### src/rtl/instr_fetch.sv
// Instruction fetch stage: one outstanding imem read at a time.
// Returned words are queued with their PC for decode; a redirect flushes the queue and kills an in-flight fetch.
module instr_fetch #(
  parameter int XLEN  = 32,
  parameter int DEPTH = 2
) (
  input  logic            clk,
  input  logic            reset,
  input  logic [XLEN-1:0] pc,
  input  logic            pc_src,
  output logic            pc_hold,
  output logic            imem_req,
  output logic [XLEN-1:0] imem_addr,
  input  logic            imem_gnt,
  input  logic            imem_rvalid,
  input  logic [XLEN-1:0] imem_rdata,
  output logic            if_valid,
  output logic [XLEN-1:0] if_instr,
  output logic [XLEN-1:0] if_pc,
  input  logic            dec_ready
);

  localparam int AW = $clog2(DEPTH);
  localparam logic [AW:0] DEPTH_C = (AW+1)'(DEPTH);
  localparam logic [AW:0] ONE_C   = (AW+1)'(1);

  typedef enum logic [1:0] {S_REQ, S_WAIT, S_KILL} state_t;

  typedef struct packed {
    logic [XLEN-1:0] pc;
    logic [XLEN-1:0] instr;
  } entry_t;

  state_t          state;
  logic [XLEN-1:0] req_pc;
  entry_t          fifo [DEPTH];
  logic [AW-1:0]   wptr, rptr;
  logic [AW:0]     count;
  logic            push, pop;

  // Gating on count is what guarantees a push never lands on a full queue.
  assign imem_req  = (state == S_REQ) && (count < DEPTH_C) && !pc_src && !reset;
  assign imem_addr = pc;
  assign pc_hold   = !(imem_req && imem_gnt) && !pc_src;

  assign push     = (state == S_WAIT) && imem_rvalid && !pc_src;
  assign if_valid = (count != '0);
  assign pop      = if_valid && dec_ready && !pc_src;
  assign if_instr = if_valid ? fifo[rptr].instr : '0;
  assign if_pc    = if_valid ? fifo[rptr].pc    : '0;

  always_ff @(posedge clk or posedge reset) begin
    if (reset) begin
      state  <= S_REQ;
      req_pc <= '0;
    end else begin
      case (state)
        S_REQ: if (imem_req && imem_gnt) begin
          req_pc <= pc;
          state  <= S_WAIT;
        end
        S_WAIT: begin
          if (imem_rvalid)  state <= S_REQ;
          else if (pc_src)  state <= S_KILL;
        end
        // Stale response still owed by memory; swallow it before refetching.
        S_KILL: if (imem_rvalid) state <= S_REQ;
        default: state <= S_REQ;
      endcase
    end
  end

  always_ff @(posedge clk) begin
    if (push) fifo[wptr] <= '{pc: req_pc, instr: imem_rdata};
  end

  always_ff @(posedge clk or posedge reset) begin
    if (reset) begin
      count <= '0;
      wptr  <= '0;
      rptr  <= '0;
    end else if (pc_src) begin
      count <= '0;
      wptr  <= '0;
      rptr  <= '0;
    end else begin
      if (push) wptr <= wptr + 1'b1;
      if (pop)  rptr <= rptr + 1'b1;
      case ({push, pop})
        2'b10:   count <= count + ONE_C;
        2'b01:   count <= count - ONE_C;
        default: count <= count;
      endcase
    end
  end

endmodule

### config.mk
export PLATFORM = sky130hd
export DESIGN_NAME = instr_fetch
export DESIGN_NICKNAME = d
export VERILOG_FILES = /design/src/rtl/instr_fetch.sv
export SDC_FILE = /design/constraint.sdc
export NUM_CORES = 1
export LEC_CHECK = 0
export CORE_MARGIN = 1.5
export CORE_UTILIZATION = 53
export DETAILED_ROUTE_END_ITERATION = 12
export MAX_ROUTING_LAYER = met4
export PLACE_DENSITY = 0.94
export RECOVER_POWER = 100
export SLEW_MARGIN = 30
export SYNTH_ARGS = -nofsm -noshare
export SYNTH_HDL_FRONTEND = slang
export SYNTH_SLANG_ARGS = --single-unit
### constraint.sdc
create_clock -name clk -period 10.1 [get_ports clk]
set_input_delay 2.525 -clock clk [delete_from_list [all_inputs] [get_ports clk]]
set_output_delay 2.525 -clock clk [all_outputs]
set_load 0.02 [all_outputs]
**Word-level counts from Yosys, hierarchy flattened**

Memories as Yosys holds them, arrays and structs flattened.
Cells that the tools add are included.

- Memories kept: 1
- Register bits after elaboration: 38
- Input bits: 70
- Logic and storage cells: 52
- Output and inout port bits: 99
- Memory bits (writable): 128

Memory list:

| memory | words | width | read ports | clocked after Yosys merged registers in | write ports | line | RTL |
|---|---|---|---|---|---|---|---|
| fifo | 2 | 64 | 1 | 0 | 1 | 36 | `entry_t fifo [DEPTH];` |

- $add $sub $neg: 4
- Order comparisons: 1
- Muxes and demuxes: 15
- Eq/ne operators: 7
- Reductions and logical operators: 19

Operators by type and width:

| kind | number |
|---|---|
| 32-bit two-way mux | 2 |
| 2-bit two-way mux | 5 |
| 1-bit logical AND | 9 |
| 1-bit two-way mux | 6 |
| 2-bit one-hot mux with 3 select lines | 1 |
| 2-bit nonzero test | 3 |
| 2-bit by 1-bit equality test with 1-bit output, second input constant | 2 |
| 2-bit equality test, second input constant | 2 |
| 2-bit one-hot mux with 2 select lines | 1 |
| 1-bit logical NOT | 3 |
| 3-bit inequality test, second input constant | 1 |
| 3-bit AND reduction | 1 |
| 3-bit nonzero test | 1 |
| 1-bit adder, second input constant | 2 |
| 2-bit by 1-bit adder with 2-bit output, second input constant | 1 |
| 2-bit logical NOT | 1 |
| 2-bit less-than comparator, second input constant | 1 |
| 2-bit by 1-bit inequality test with 1-bit output, second input constant | 1 |
| 2-bit inequality test, second input constant | 1 |
| 2-bit AND reduction | 1 |
| 2-bit by 1-bit subtractor with 2-bit output, second input constant | 1 |

**Logic depth before layout (Yosys ltp)**

- Word-level depth: 7
- Mapped depth: 4
- Mapped depth without buffers: 3

**Least setup slack after synthesis**

Ideal clock, no wire load.

- Path type: input to register
- From: input port imem_rvalid
- To: memory fifo[0][0] in the netlist's numbering (enable)
- Stages: 3
- Slack: 3.914 ns
- Library setup time: 0.486 ns
- Data required time: 9.614 ns
- Arrival time: 5.700 ns
- Path buffers: 0
- Cells stage by stage: nand3b_1 or2_2 nor2_1

- Longest elaborated chain between the ends: 4

RTL lines:

| element | line | RTL |
|---|---|---|
| start, declared | 15 | `input logic imem_rvalid,` |
| 1-bit logical AND (2 in series) | 46 | `assign push = (state == S_WAIT) && imem_rvalid && !pc_src;` |
| 1-bit two-way mux | 74 | `if (push) fifo[wptr] <= '{pc: req_pc, instr: imem_rdata};` |
| 1-bit two-way mux (implied by the code) | 74 |  |
| end, declared | 36 |  |

No other way between the ends.

**Worst setup path after layout**

- From: register rptr
- To: output port if_instr[18]

- Longest elaborated chain between the ends: 2

RTL lines:

| element | line | RTL |
|---|---|---|
| start, declared | 37 | `logic [AW-1:0] wptr, rptr;` |
| start signal, assigned | 88 | `if (pop) rptr <= rptr + 1'b1;` |
| memory read 2 x 64 bit | -- |  |
| 32-bit two-way mux | 49 | `assign if_instr = if_valid ? fifo[rptr].instr : '0;` |
| end, declared | 18 | `output logic [XLEN-1:0] if_instr,` |

No other way between the ends.

==> summary.txt <==
Run status
  – Outcome: complete, but fails checks
  – Failing checks: capacitance limit, slew limit

Layout
  – Antenna diodes: 0
  – Area Overhead vs Synth: 30.5%
  – Non-Filler Instances: 731
  – Nets: 620
  – Fin util: 0.716
  – Layout cells sized above 1: 0.0533

Die
  – Die width: 115 µm
  – Core area: 0.0122 mm²
  – Die Span Y: 115 µm
  – Die footprint: 0.0133 mm²
  – Initial Util: 0.549
  – Rows: 40
  – I/O Pins: 169

Power and ir drop
  – Comb power frac: 0.074
  – NetSw: 0.321 mW
  – Int Pwr: 1.24 mW
  – Power Density: 179 mW/mm²
  – Clock power frac: 0.402
  – Sw Share: 0.206
  – Sequential share of power: 0.525
  – Leak: 3.17 nW
  – VDD IR max: 111 µV
  – Power Total: 1.56 mW

Detailed routing
  – DRT iter0 DRCs: 175
  – Post-DR vias/cell: 5.12
  – WL/cell: 17.8 µm
  – Via count: 3,742
  – DRT Wirelength: 13,000 µm
  – Antenna violation net count after detailed routing: 0
  – DRC: 0
  – TritonRoute pass-1 iters: 4

GRT
  – Grt ovf: 0
  – Vias in the first global route: 3,947
  – Grt met1 use: 0.236
  – Met2 usage: 0.368
  – Tot GR Track Use: 0.211
  – GRT busiest layer: met2
  – Largest net degree at the start of global routing: 54
  – Global Route met3 Usage: 0.0459
  – Initial antenna violation count: 0
  – First-pass GRT wire length: 19,900 µm

Placement
  – Hpwl dp: 8500 µm
  – IO buf count: 168
  – Final GP Congestion: 0.786
  – Post-Place Cells: 699

Timing
  – Setup violators final: 0
  – Peak Freq: 132 MHz
  – Layout Skew: 0.0126 ns
  – Fin. max-slew vios: 330
  – Unrepaired setup endpoints after global routing: false
  – Post-layout min period: 7.59 ns
  – TNS Setup: 0 ns
  – Fin crit share: 0.751
  – Least-Margin Pin Slew: 2.64 ns
  – Max transition margin: -0.763
  – Fin. Hold Viols: 0

Critical path
  – CP Launch Point: rptr$_DFFE_PP0P_
  – R2r setup slk: 5.26 ns
  – Crit-path max cell delay: 1.90 ns
  – Crit Path Category: register to output port
  – Crit path cell chain: clkbuf_1, mux2i_1, nor2_1, dlygate4sd3_1
  – CP Capture Point: if_instr[18]
  – RR Endpoint: fifo[1][23]$_DFFE_PP_
  – Slowest-stage cell, CP: clkbuf_1
  – R2R depth: 4
  – Levels on crit path: 4
  – CP startpoint kind: register
  – WP data required: 7.58 ns
  – Critical Path AT: 5.06 ns
  – Crit-path leading delay family: buffers and inverters
  – Bufs and invs on worst path: 2
  – Reg2reg start: state[1]$_DFFE_PP0P_
  – Worst setup EP type: output port
  – CP Max Fanout: 36

Synthesis
  – Synth Register Bits: 166
  – Mapped Avg Cell Area: 16.4 µm²
  – Mapped Area: 0.00668 mm²
  – Sequential share of the synthesized area: 0.718
  – Syn_nets: 477
  – Gate Count Post-Synth: 407
  – Distinct cells, synth: 28
  – Synth warn: 0

Clock tree
  – Root buf cell: clkbuf_16
  – CTS resizes: 0
  – CTS buffer count: 17
  – Reg clk slew, reported paths: 0.06 ns
  – Max Root-Sink Buffers: 2
  – Hold buffer count at CTS: 0
  – CTS tree: built
  – Setup bufs post-CTS: 0
  – CTS sink count: 166
  – H-Tree Depth: 4
  – Clock latency on the worst-skew pair: 0.42 ns

Run
  – Max-Cap Viols: 9

Worst hold path
  – Hold Crit Class: register to register
## cell usage in the layout, fill, tap and decap left out
| cell type | synthesis | layout |
|---|---|---|
| clkinvlp_4 | 0 | 3 |
| o41ai_1 | 1 | 1 |
| or4_1 | 1 | 1 |
| clkbuf_8 | 0 | 3 |
| or2_0 | 0 | 1 |
| nand2_1 | 1 | 1 |
| nand3b_1 | 2 | 3 |
| clkinv_2 | 0 | 1 |
| xnor2_1 | 1 | 1 |
| and3b_1 | 1 | 1 |
| nor2_1 | 71 | 71 |
| clkbuf_16 | 0 | 17 |
| clkinv_1 | 0 | 1 |
| dlygate4sd3_1 | 0 | 131 |
| mux2_2 | 3 | 3 |
| clkinv_4 | 0 | 1 |
| xor2_1 | 1 | 1 |
| a21oi_1 | 2 | 2 |
| mux2_1 | 0 | 29 |
| a31oi_1 | 1 | 1 |
| inv_1 | 5 | 4 |
| o21ai_0 | 2 | 2 |
| dfrtp_1 | 38 | 38 |
| mux2i_1 | 65 | 65 |
| clkbuf_1 | 8 | 10 |
| clkdlybuf4s50_1 | 0 | 37 |
| o21bai_1 | 1 | 1 |
| nor3_1 | 1 | 1 |
| bufinv_16 | 0 | 2 |
| edfxtp_1 | 128 | 128 |
| nand2b_1 | 1 | 1 |
| nor4bb_1 | 1 | 1 |
## area by class of cell
| class | count | area [µm²] |
|---|---|---|
| sequential | 166 | 4790 |
| fill | 782 | 3450 |
| timing repair buffer | 173 | 1700 |
| multi-input combinational | 187 | 1410 |
| clock buffer | 25 | 485 |
| tap | 168 | 210 |
| clock inverter | 7 | 96.3 |
| inverter | 5 | 18.8 |
## layer usage
metal / up-vias / share of wire
met5: - / 0
met4: 0 / 0.0092
met3: 10 / 0.052
met2: 131 / 0.53
met1: 1873 / 0.41
li1: 1728 / -
## registers in the layout, indices dropped and copies added, names as in the netlist
signal and count:
fifo 128, wptr 1, rptr 1, req_pc 32, count 2, state 2
## metrics by stage
step	worst slack (ns)	area (µm²)	hold slack [ns]
3_3_place_gp	3.23	8290	0.445
4_1_cts	3.16	8900	0.466
6_report	2.51	8710	0.467
3_5_place_dp	3.17	8320	0.453
2_1_floorplan	3.91	6680	0.437
5_1_grt	2.20	8710	0.481
## synth_stat cells
master      n  area share
edfxtp_1  128        0.58
nor2_1     71       0.040
mux2i_1    65       0.097
dfrtp_1    38        0.14
buf_4      32       0.036
mux2_4     29       0.065
clkbuf_1    8      0.0045
buf_2       5      0.0037
inv_1       5      0.0028
buf_6       3      0.0051
mux2_2      3      0.0051
a21oi_1     2      0.0015
nand3b_1    2      0.0022
o21ai_0     2      0.0015
a31oi_1     1     0.00094
and3b_1     1      0.0013
buf_1       1     0.00056
nand2_1     1     0.00056
nand2b_1    1     0.00094
nand3b_4    1      0.0030
nor3_1      1     0.00075
nor4bb_1    1      0.0015
o21bai_1    1      0.0011
o41ai_1     1      0.0013
or2_2       1     0.00094
or4_1       1      0.0011
xnor2_1     1      0.0013
xor2_1      1      0.0013
## worst min-delay path by stage
stage / cells after the start / slack [ns] / end / start
after floorplan: 0 / 0.44 / fifo[0][52]$_DFFE_PP_ / req_pc[20]$_DFFE_PP0P_
after global placement: 0 / 0.44 / fifo[1][53]$_DFFE_PP_ / req_pc[21]$_DFFE_PP0P_
after detailed placement: 0 / 0.45 / fifo[1][54]$_DFFE_PP_ / req_pc[22]$_DFFE_PP0P_
after CTS: 0 / 0.47 / fifo[0][54]$_DFFE_PP_ / req_pc[22]$_DFFE_PP0P_
after global routing: 0 / 0.48 / fifo[1][54]$_DFFE_PP_ / req_pc[22]$_DFFE_PP0P_
final: 0 / 0.47 / fifo[1][53]$_DFFE_PP_ / req_pc[21]$_DFFE_PP0P_
## logic make-up (layout without fill, tap and decap cells)
kind of cell	Yosys count	count (layout)	share of synthesized area
buffers and inverters	54	210	0.0527
AOI/OAI and AO/OA	7	7	0.00637
DFF	166	166	0.718
xor gates and xnor gates	2	2	0.00262
and+or+nand+nor	81	81	0.0523
muxes	97	97	0.168
## power groups by stage
| stage | combinational (mW) | clock [mW] | sequential [mW] |
|---|---|---|---|
| 2_1_floorplan | 0.0924 | 0 | 0.821 |
| 3_3_place_gp | 0.139 | 0 | 0.828 |
| 3_5_place_dp | 0.146 | 0 | 0.832 |
| 4_1_cts | 0.148 | 0.634 | 0.818 |
| 5_1_grt | 0.124 | 0.663 | 0.821 |
| 6_report | 0.115 | 0.626 | 0.817 |
## worst reg2reg max path, stage by stage (launching register included)
cell and delay (ns):
dfrtp_1 0.42, nand3b_1 0.29, or2_0 0.33, nor2_1 1.36
clkbuf_1 1.95
No activity file was read; power rests on OpenSTA's default activity.
